`src/rtl/log_ctrl_pkg.sv`:
```
// Shared types and constants for the log capture/dump controller.
package log_ctrl_pkg;

    typedef enum logic [2:0] {
        StIdle,
        StLog,
        StFull,
        StFetch,
        StSend
    } log_state_e;

    // o_enable bit positions
    localparam int unsigned EN_CLR  = 0;
    localparam int unsigned EN_RUN  = 1;
    localparam int unsigned EN_STEP = 2;

endpackage

```
`src/rtl/log_ctrl_cnt.sv`:
```
// Dump word counter: synchronous clear/increment with a terminal-count flag on the last word.
module log_ctrl_cnt #(
    parameter int unsigned NB_ADDR = 10
) (
    input  logic clock,
    input  logic i_reset,
    input  logic i_clear,
    input  logic i_incr,
    output logic o_tc
);

    localparam logic [NB_ADDR:0] LAST = (NB_ADDR + 1)'((1 << NB_ADDR) - 1);

    logic [NB_ADDR:0] count_q;
    logic [NB_ADDR:0] count_d;

    always_comb begin
        count_d = count_q;
        if (i_clear) begin
            count_d = '0;
        end else if (i_incr) begin
            count_d = count_q + (NB_ADDR + 1)'(1);
        end
    end

    always_ff @(posedge clock) begin
        if (!i_reset) begin
            count_q <= '0;
        end else begin
            count_q <= count_d;
        end
    end

    assign o_tc = (count_q == LAST);

endmodule

```
`src/rtl/log_ctrl_fsm.sv`:
```
// Log capture/dump controller; define LOG_CTRL_TIMEOUT_EN to bound the LOG state by TIMEOUT_CYC.
module log_ctrl_fsm
    import log_ctrl_pkg::*;
#(
    parameter int unsigned NB_ADDR     = 10,
    parameter int unsigned NB_DATA     = 16,
    parameter int unsigned RD_LAT      = 2,
    parameter int unsigned TIMEOUT_CYC = 4096
) (
    input  logic               clock,
    input  logic               i_reset,
    input  logic               i_cmd_start,
    input  logic               i_cmd_read,
    input  logic               i_abort,
    input  logic               i_ram_full,
    input  logic [NB_DATA-1:0] i_ram_data,
    output logic [2:0]         o_enable,
    output logic [NB_DATA-1:0] o_data,
    output logic               o_valid,
    input  logic               i_ready,
    output logic               o_busy,
    output logic               o_timeout
);

    localparam logic [2:0] LAT_LAST = 3'(RD_LAT);

    log_state_e         state_q, state_d;
    logic [2:0]         enable_q, enable_d;
    logic [NB_DATA-1:0] data_q, data_d;
    logic               valid_q, valid_d;
    logic               busy_q, busy_d;
    logic [2:0]         lat_q, lat_d;
    logic               cnt_clr;
    logic               cnt_inc;
    logic               cnt_tc;
    logic               tmo_hit;

    log_ctrl_cnt #(
        .NB_ADDR (NB_ADDR)
    ) u_cnt (
        .clock   (clock),
        .i_reset (i_reset),
        .i_clear (cnt_clr),
        .i_incr  (cnt_inc),
        .o_tc    (cnt_tc)
    );

    always_comb begin
        state_d  = state_q;
        enable_d = '0;
        data_d   = data_q;
        valid_d  = valid_q;
        lat_d    = '0;
        cnt_clr  = 1'b0;
        cnt_inc  = 1'b0;

        unique case (state_q)
            StIdle: begin
                if (i_cmd_start) begin
                    state_d          = StLog;
                    enable_d[EN_CLR] = 1'b1;
                end
            end
            StLog: begin
                if (i_ram_full || tmo_hit) begin
                    state_d = StFull;
                end else begin
                    enable_d[EN_RUN] = 1'b1;
                end
            end
            StFull: begin
                // start takes precedence over read
                if (i_cmd_start) begin
                    state_d          = StLog;
                    enable_d[EN_CLR] = 1'b1;
                end else if (i_cmd_read) begin
                    state_d = StFetch;
                    cnt_clr = 1'b1;
                end
            end
            StFetch: begin
                if (lat_q == LAT_LAST) begin
                    data_d  = i_ram_data;
                    valid_d = 1'b1;
                    state_d = StSend;
                end else begin
                    lat_d = lat_q + 3'd1;
                end
            end
            StSend: begin
                if (i_ready) begin
                    valid_d           = 1'b0;
                    enable_d[EN_STEP] = 1'b1;
                    cnt_inc           = 1'b1;
                    state_d           = cnt_tc ? StIdle : StFetch;
                end
            end
            default: state_d = StIdle;
        endcase

        if (i_abort) begin
            state_d  = StIdle;
            enable_d = '0;
            valid_d  = 1'b0;
            lat_d    = '0;
            cnt_inc  = 1'b0;
        end

        busy_d = !(state_d == StIdle || state_d == StFull);
    end

    always_ff @(posedge clock) begin
        if (!i_reset) begin
            state_q  <= StIdle;
            enable_q <= '0;
            data_q   <= '0;
            valid_q  <= 1'b0;
            busy_q   <= 1'b0;
            lat_q    <= '0;
        end else begin
            state_q  <= state_d;
            enable_q <= enable_d;
            data_q   <= data_d;
            valid_q  <= valid_d;
            busy_q   <= busy_d;
            lat_q    <= lat_d;
        end
    end

`ifdef LOG_CTRL_TIMEOUT_EN
    localparam int unsigned TMO_W = $clog2(TIMEOUT_CYC + 1);

    logic [TMO_W-1:0] tmo_q;
    logic             timeout_q;
    logic             start_go;

    assign tmo_hit  = (state_q == StLog) && (tmo_q == TMO_W'(TIMEOUT_CYC - 1));
    assign start_go = (state_q == StIdle || state_q == StFull) && i_cmd_start && !i_abort;

    always_ff @(posedge clock) begin
        if (!i_reset) begin
            tmo_q     <= '0;
            timeout_q <= 1'b0;
        end else begin
            tmo_q <= (state_q == StLog) ? tmo_q + TMO_W'(1) : '0;
            if (start_go) begin
                timeout_q <= 1'b0;
            end else if (tmo_hit && !i_ram_full && !i_abort) begin
                timeout_q <= 1'b1;
            end
        end
    end

    assign o_timeout = timeout_q;
`else
    assign tmo_hit   = 1'b0;
    assign o_timeout = 1'b0;
`endif

    assign o_enable = enable_q;
    assign o_data   = data_q;
    assign o_valid  = valid_q;
    assign o_busy   = busy_q;

endmodule

```
`config.mk`:
```
export PLATFORM = sky130hd
export DESIGN_NAME = log_ctrl_fsm
export DESIGN_NICKNAME = d
export VERILOG_FILES = /design/src/rtl/log_ctrl_pkg.sv /design/src/rtl/log_ctrl_cnt.sv /design/src/rtl/log_ctrl_fsm.sv
export SDC_FILE = /design/constraint.sdc
export NUM_CORES = 1
export LEC_CHECK = 0
export CORE_UTILIZATION = 45
export DETAILED_ROUTE_END_ITERATION = 12
export DONT_BUFFER_PORTS = 1
export GPL_TIMING_DRIVEN = 0
export PLACE_DENSITY = 0.65
export RECOVER_POWER = 100
export SYNTH_ARGS = -nofsm -noshare
export SYNTH_HDL_FRONTEND = slang
export SYNTH_SLANG_ARGS = --single-unit
```
`constraint.sdc`:
```
create_clock -name clock -period 1.96 [get_ports clock]
set_clock_uncertainty 0.05 [all_clocks]
set_input_delay 0.588 -clock clock [delete_from_list [all_inputs] [get_ports clock]]
set_output_delay 0.588 -clock clock [all_outputs]
set_load 0.05 [all_outputs]
```
==> metrics.yaml <==
clock_network:
  h-tree-depth: 2
  clockBufferDepth: 2
  clkLatencyLatePin_ns: 0.34
  cts_tree: "done"
  clock-sinks: 38
  cts_setup_buffers: 0
  cts_root_buffer: "clkbuf_4"
  cts.clk_slew.worst_paths_ns: 0.11
  numCtsBuffers: 5
logic_synthesis:
  async_flop_share_pct: 0
  ys_seq_area_share_pct: 48.1
  synth_area_leaders: "dfxtp_1 (48%), nand2_1 (9.7%), a21boi_0 (7.6%)"
  ys_seq_elements: 38
  synth_edf_count: 0
  synth-main-ff-cell: "dfxtp_1"
  syn_inst: 183
  yosysTopAreaCell: "dfxtp_1"
  yosysUniqueCellTypes: 36
  synth.avg_cell_area_um2: 8.65
  synthesis.nets: 209
  ys_warn_count: 0
  synth_top_area_share_pct: 48.1
  mappedNetlistArea_um2: 1580
layout:
  final_core_util_pct: 50.9
  nets: 214
  design_area_um2: 1710
  drive_gt1_share_pct: 10.1
  fin_cells: 234
  synthToLayoutAreaGrowth_pct: 8.06
  final.fill_count: 353
  antenna_cells: 0
placement:
  dp_hpwl_um: 2350
  place.gp.congestion: 0.879
  dpl_worst_slack_ns: -0.0866
  dpl_cell_area_um2: 1640
  numPortBuffers: 0
  place_inst: 229
sta:
  rsz0062_at_grt: "true"
  fin_ws_ns: 0.0416
  finalCritPeriodShare_pct: 97.9
  timing.hold.ws_ns: 0.329
  setup_tns_ns: 0
  slew_headroom_pct: 64.6
  setup_viol: 0
  hold_violations: 0
  max_slew.worst_pin.slew_ns: 0.530
  fmax_ghz: 0.521
  maxSlewViolCount: 0
  period_needed_ns: 1.92
worst_setup_path:
  cp_max_fo: 10
  slowest_stage: "or4_4"
  critical_path_class: "flip-flop to flip-flop"
  cp.arrival_ns: 2.16
  cp-start-kind: "flip-flop"
  slowest_delay_ns: 0.56
  cp_num_buf_inv: 1
  crit_chain: "buf_4 > nand4bb_4 > or4_4 > or4_1 > a21oi_2"
  cp-end-kind: "flip-flop"
  path_delay_family: "simple AND/OR/NAND/NOR gates"
  worstPathRequired_ns: 2.20
detailed_routing:
  num_vias: 1249
  drc: 0
  wl_per_cell_um: 13.6
  routed_wl_um: 3190
  first_pass_iters: 4
  drtIter0Drc: 40
  viasPerCell: 5.34
  ant_nets: 0
pwr:
  p_sw_mw: 0.279
  p_leak_nw: 0.554
  cellPowerDensity_nw_per_um2: 701
  p_int_mw: 0.920
  pwr-share-seq_pct: 65.5
  p_clk_share_pct: 31.4
  pwr-share-comb_pct: 3.1
  power.total_mw: 1.20
  ir_worst_vdd_v: 0.000371
  switching_share_pct: 23.3
die:
  num_rows: 21
  dieArea_um2: 3760
  die_y_um: 61.3
  core_um2: 3360
  fp.dieW_um: 61.3
  floorplan.initialDensity_pct: 47.1
  io_pins: 45
run_status:
  status: "complete, no violations"
grt:
  grt_pass1_wl_um: 5190
  grt_pass1_vias: 1235
  grt_use_total_pct: 19.0
  antenna_found_initial: 0
  grt_start_max_net_pins: 18
  grt-ovfl-total: 0
job:
  max_cap_viol_count: 0
hold_path:
  hp-class: "primary input to flip-flop"
==> final cells by class <==
type	instances	area (um^2)	area share, %
multi-input combinational	132	792	46.3
inverter	4	15.0	0.878
buffer	7	35.0	2.05
tap	46	57.6	3.37
clock buffer	5	37.5	2.19
sequential	38	763	44.6
clock inverter	2	10.0	0.585
==> power by group through the flow <==
| stage | combinational [mW] | clock, mW | sequential [mW] |
|---|---|---|---|
| 6_report | 0.0371 | 0.377 | 0.786 |
| 5_1_grt | 0.0406 | 0.414 | 0.786 |
| 4_1_cts | 0.0365 | 0.382 | 0.785 |
| 3_5_place_dp | 0.0364 | 0 | 0.803 |
| 3_3_place_gp | 0.0343 | 0 | 0.802 |
| 2_1_floorplan | 0.0299 | 0 | 0.802 |
==> logic make-up (layout without fill, tap and decap cells) <==
family / count (synthesis) / count (layout) / synth area share (%)
other: 1 / 1 / 0.237
flip-flops: 38 / 38 / 48.1
adder cells (fa/ha/maj): 3 / 3 / 2.37
XOR/XNOR: 8 / 8 / 4.43
buffers and inverters: 13 / 18 / 3.56
AND/OR/NAND/NOR: 87 / 87 / 27.3
AO/OA/AOI/OAI: 33 / 33 / 14.1
==> cells in the mapped netlist, types with 2 or more instances <==
cell      count
a21oi_1       8
dfxtp_1      38
nor4_1        2
or3_1         2
clkbuf_1      7
or3b_2        2
ha_1          3
nor3_1        3
o21ai_0       4
buf_4         2
nor2b_1       3
inv_1         4
nor4b_1       2
xnor2_1       8
a21boi_0     16
nand4b_1      2
nand2b_1      2
nand2_1      41
nor2_1       17
==> sequential cells by signal (all words and copies together) (netlist names) <==
| signal | cells |
|---|---|
| lat_q | 3 |
| o_busy | 1 |
| o_data | 16 |
| o_enable | 3 |
| o_valid | 1 |
| state_q | 3 |
| u_cnt.count_q | 11 |
==> repair_timing <==
item / 4_1_cts / 5_1_grt
resized for setup: 1 / 6
hold buffers: 0 / 0
endpoints found under the setup margin: 9 / 10
==> routing by layer <==
layer | GRT usage (%) | wire length, um | vias to the layer above | part of all wire, %
met1 | 19.5 | 1320 | 580 | 42
met5 | 0 | 0 | - | 0
met3 | 5.46 | 222 | 7 | 7.0
li1 | - | - | 621 | -
met4 | 7.79 | 54 | 0 | 1.7
met2 | 35.7 | 1590 | 41 | 50
==> final timing paths <==
path / slack (ns) / from / cells after the start / end
worst max-delay path: 0.04 / state_q[2]$_SDFF_PN0_ / 5 / u_cnt.count_q[9]$_SDFFE_PP0P_
worst min-delay path: 0.33 / i_ram_data[8] / 2 / o_data[8]$_SDFFE_PN0P_
worst max register to register: 0.04 / state_q[2]$_SDFF_PN0_ / 5 / u_cnt.count_q[9]$_SDFFE_PP0P_
worst min register to register: 0.41 / lat_q[0]$_SDFF_PP0_ / 1 / lat_q[0]$_SDFF_PP0_
==> layout by cell type (no fill, tap or decap), drive strengths merged, types with 2 or more instances in the layout <==
cell and count:
dfxtp 38, nor4b 2, a21boi 16, nor2b 3, nand4b 2, or3 2, a21oi 8, or4 2
xnor2 8, or3b 2, ha 3, nor3b 2, inv 4, nor2 17, clkbuf 10, nand2b 2
o21ai 4, clkinv 2, nor3 3, buf 2, nor4 2, nand2 41
Note: power is estimated with default switching activity, not from simulation.
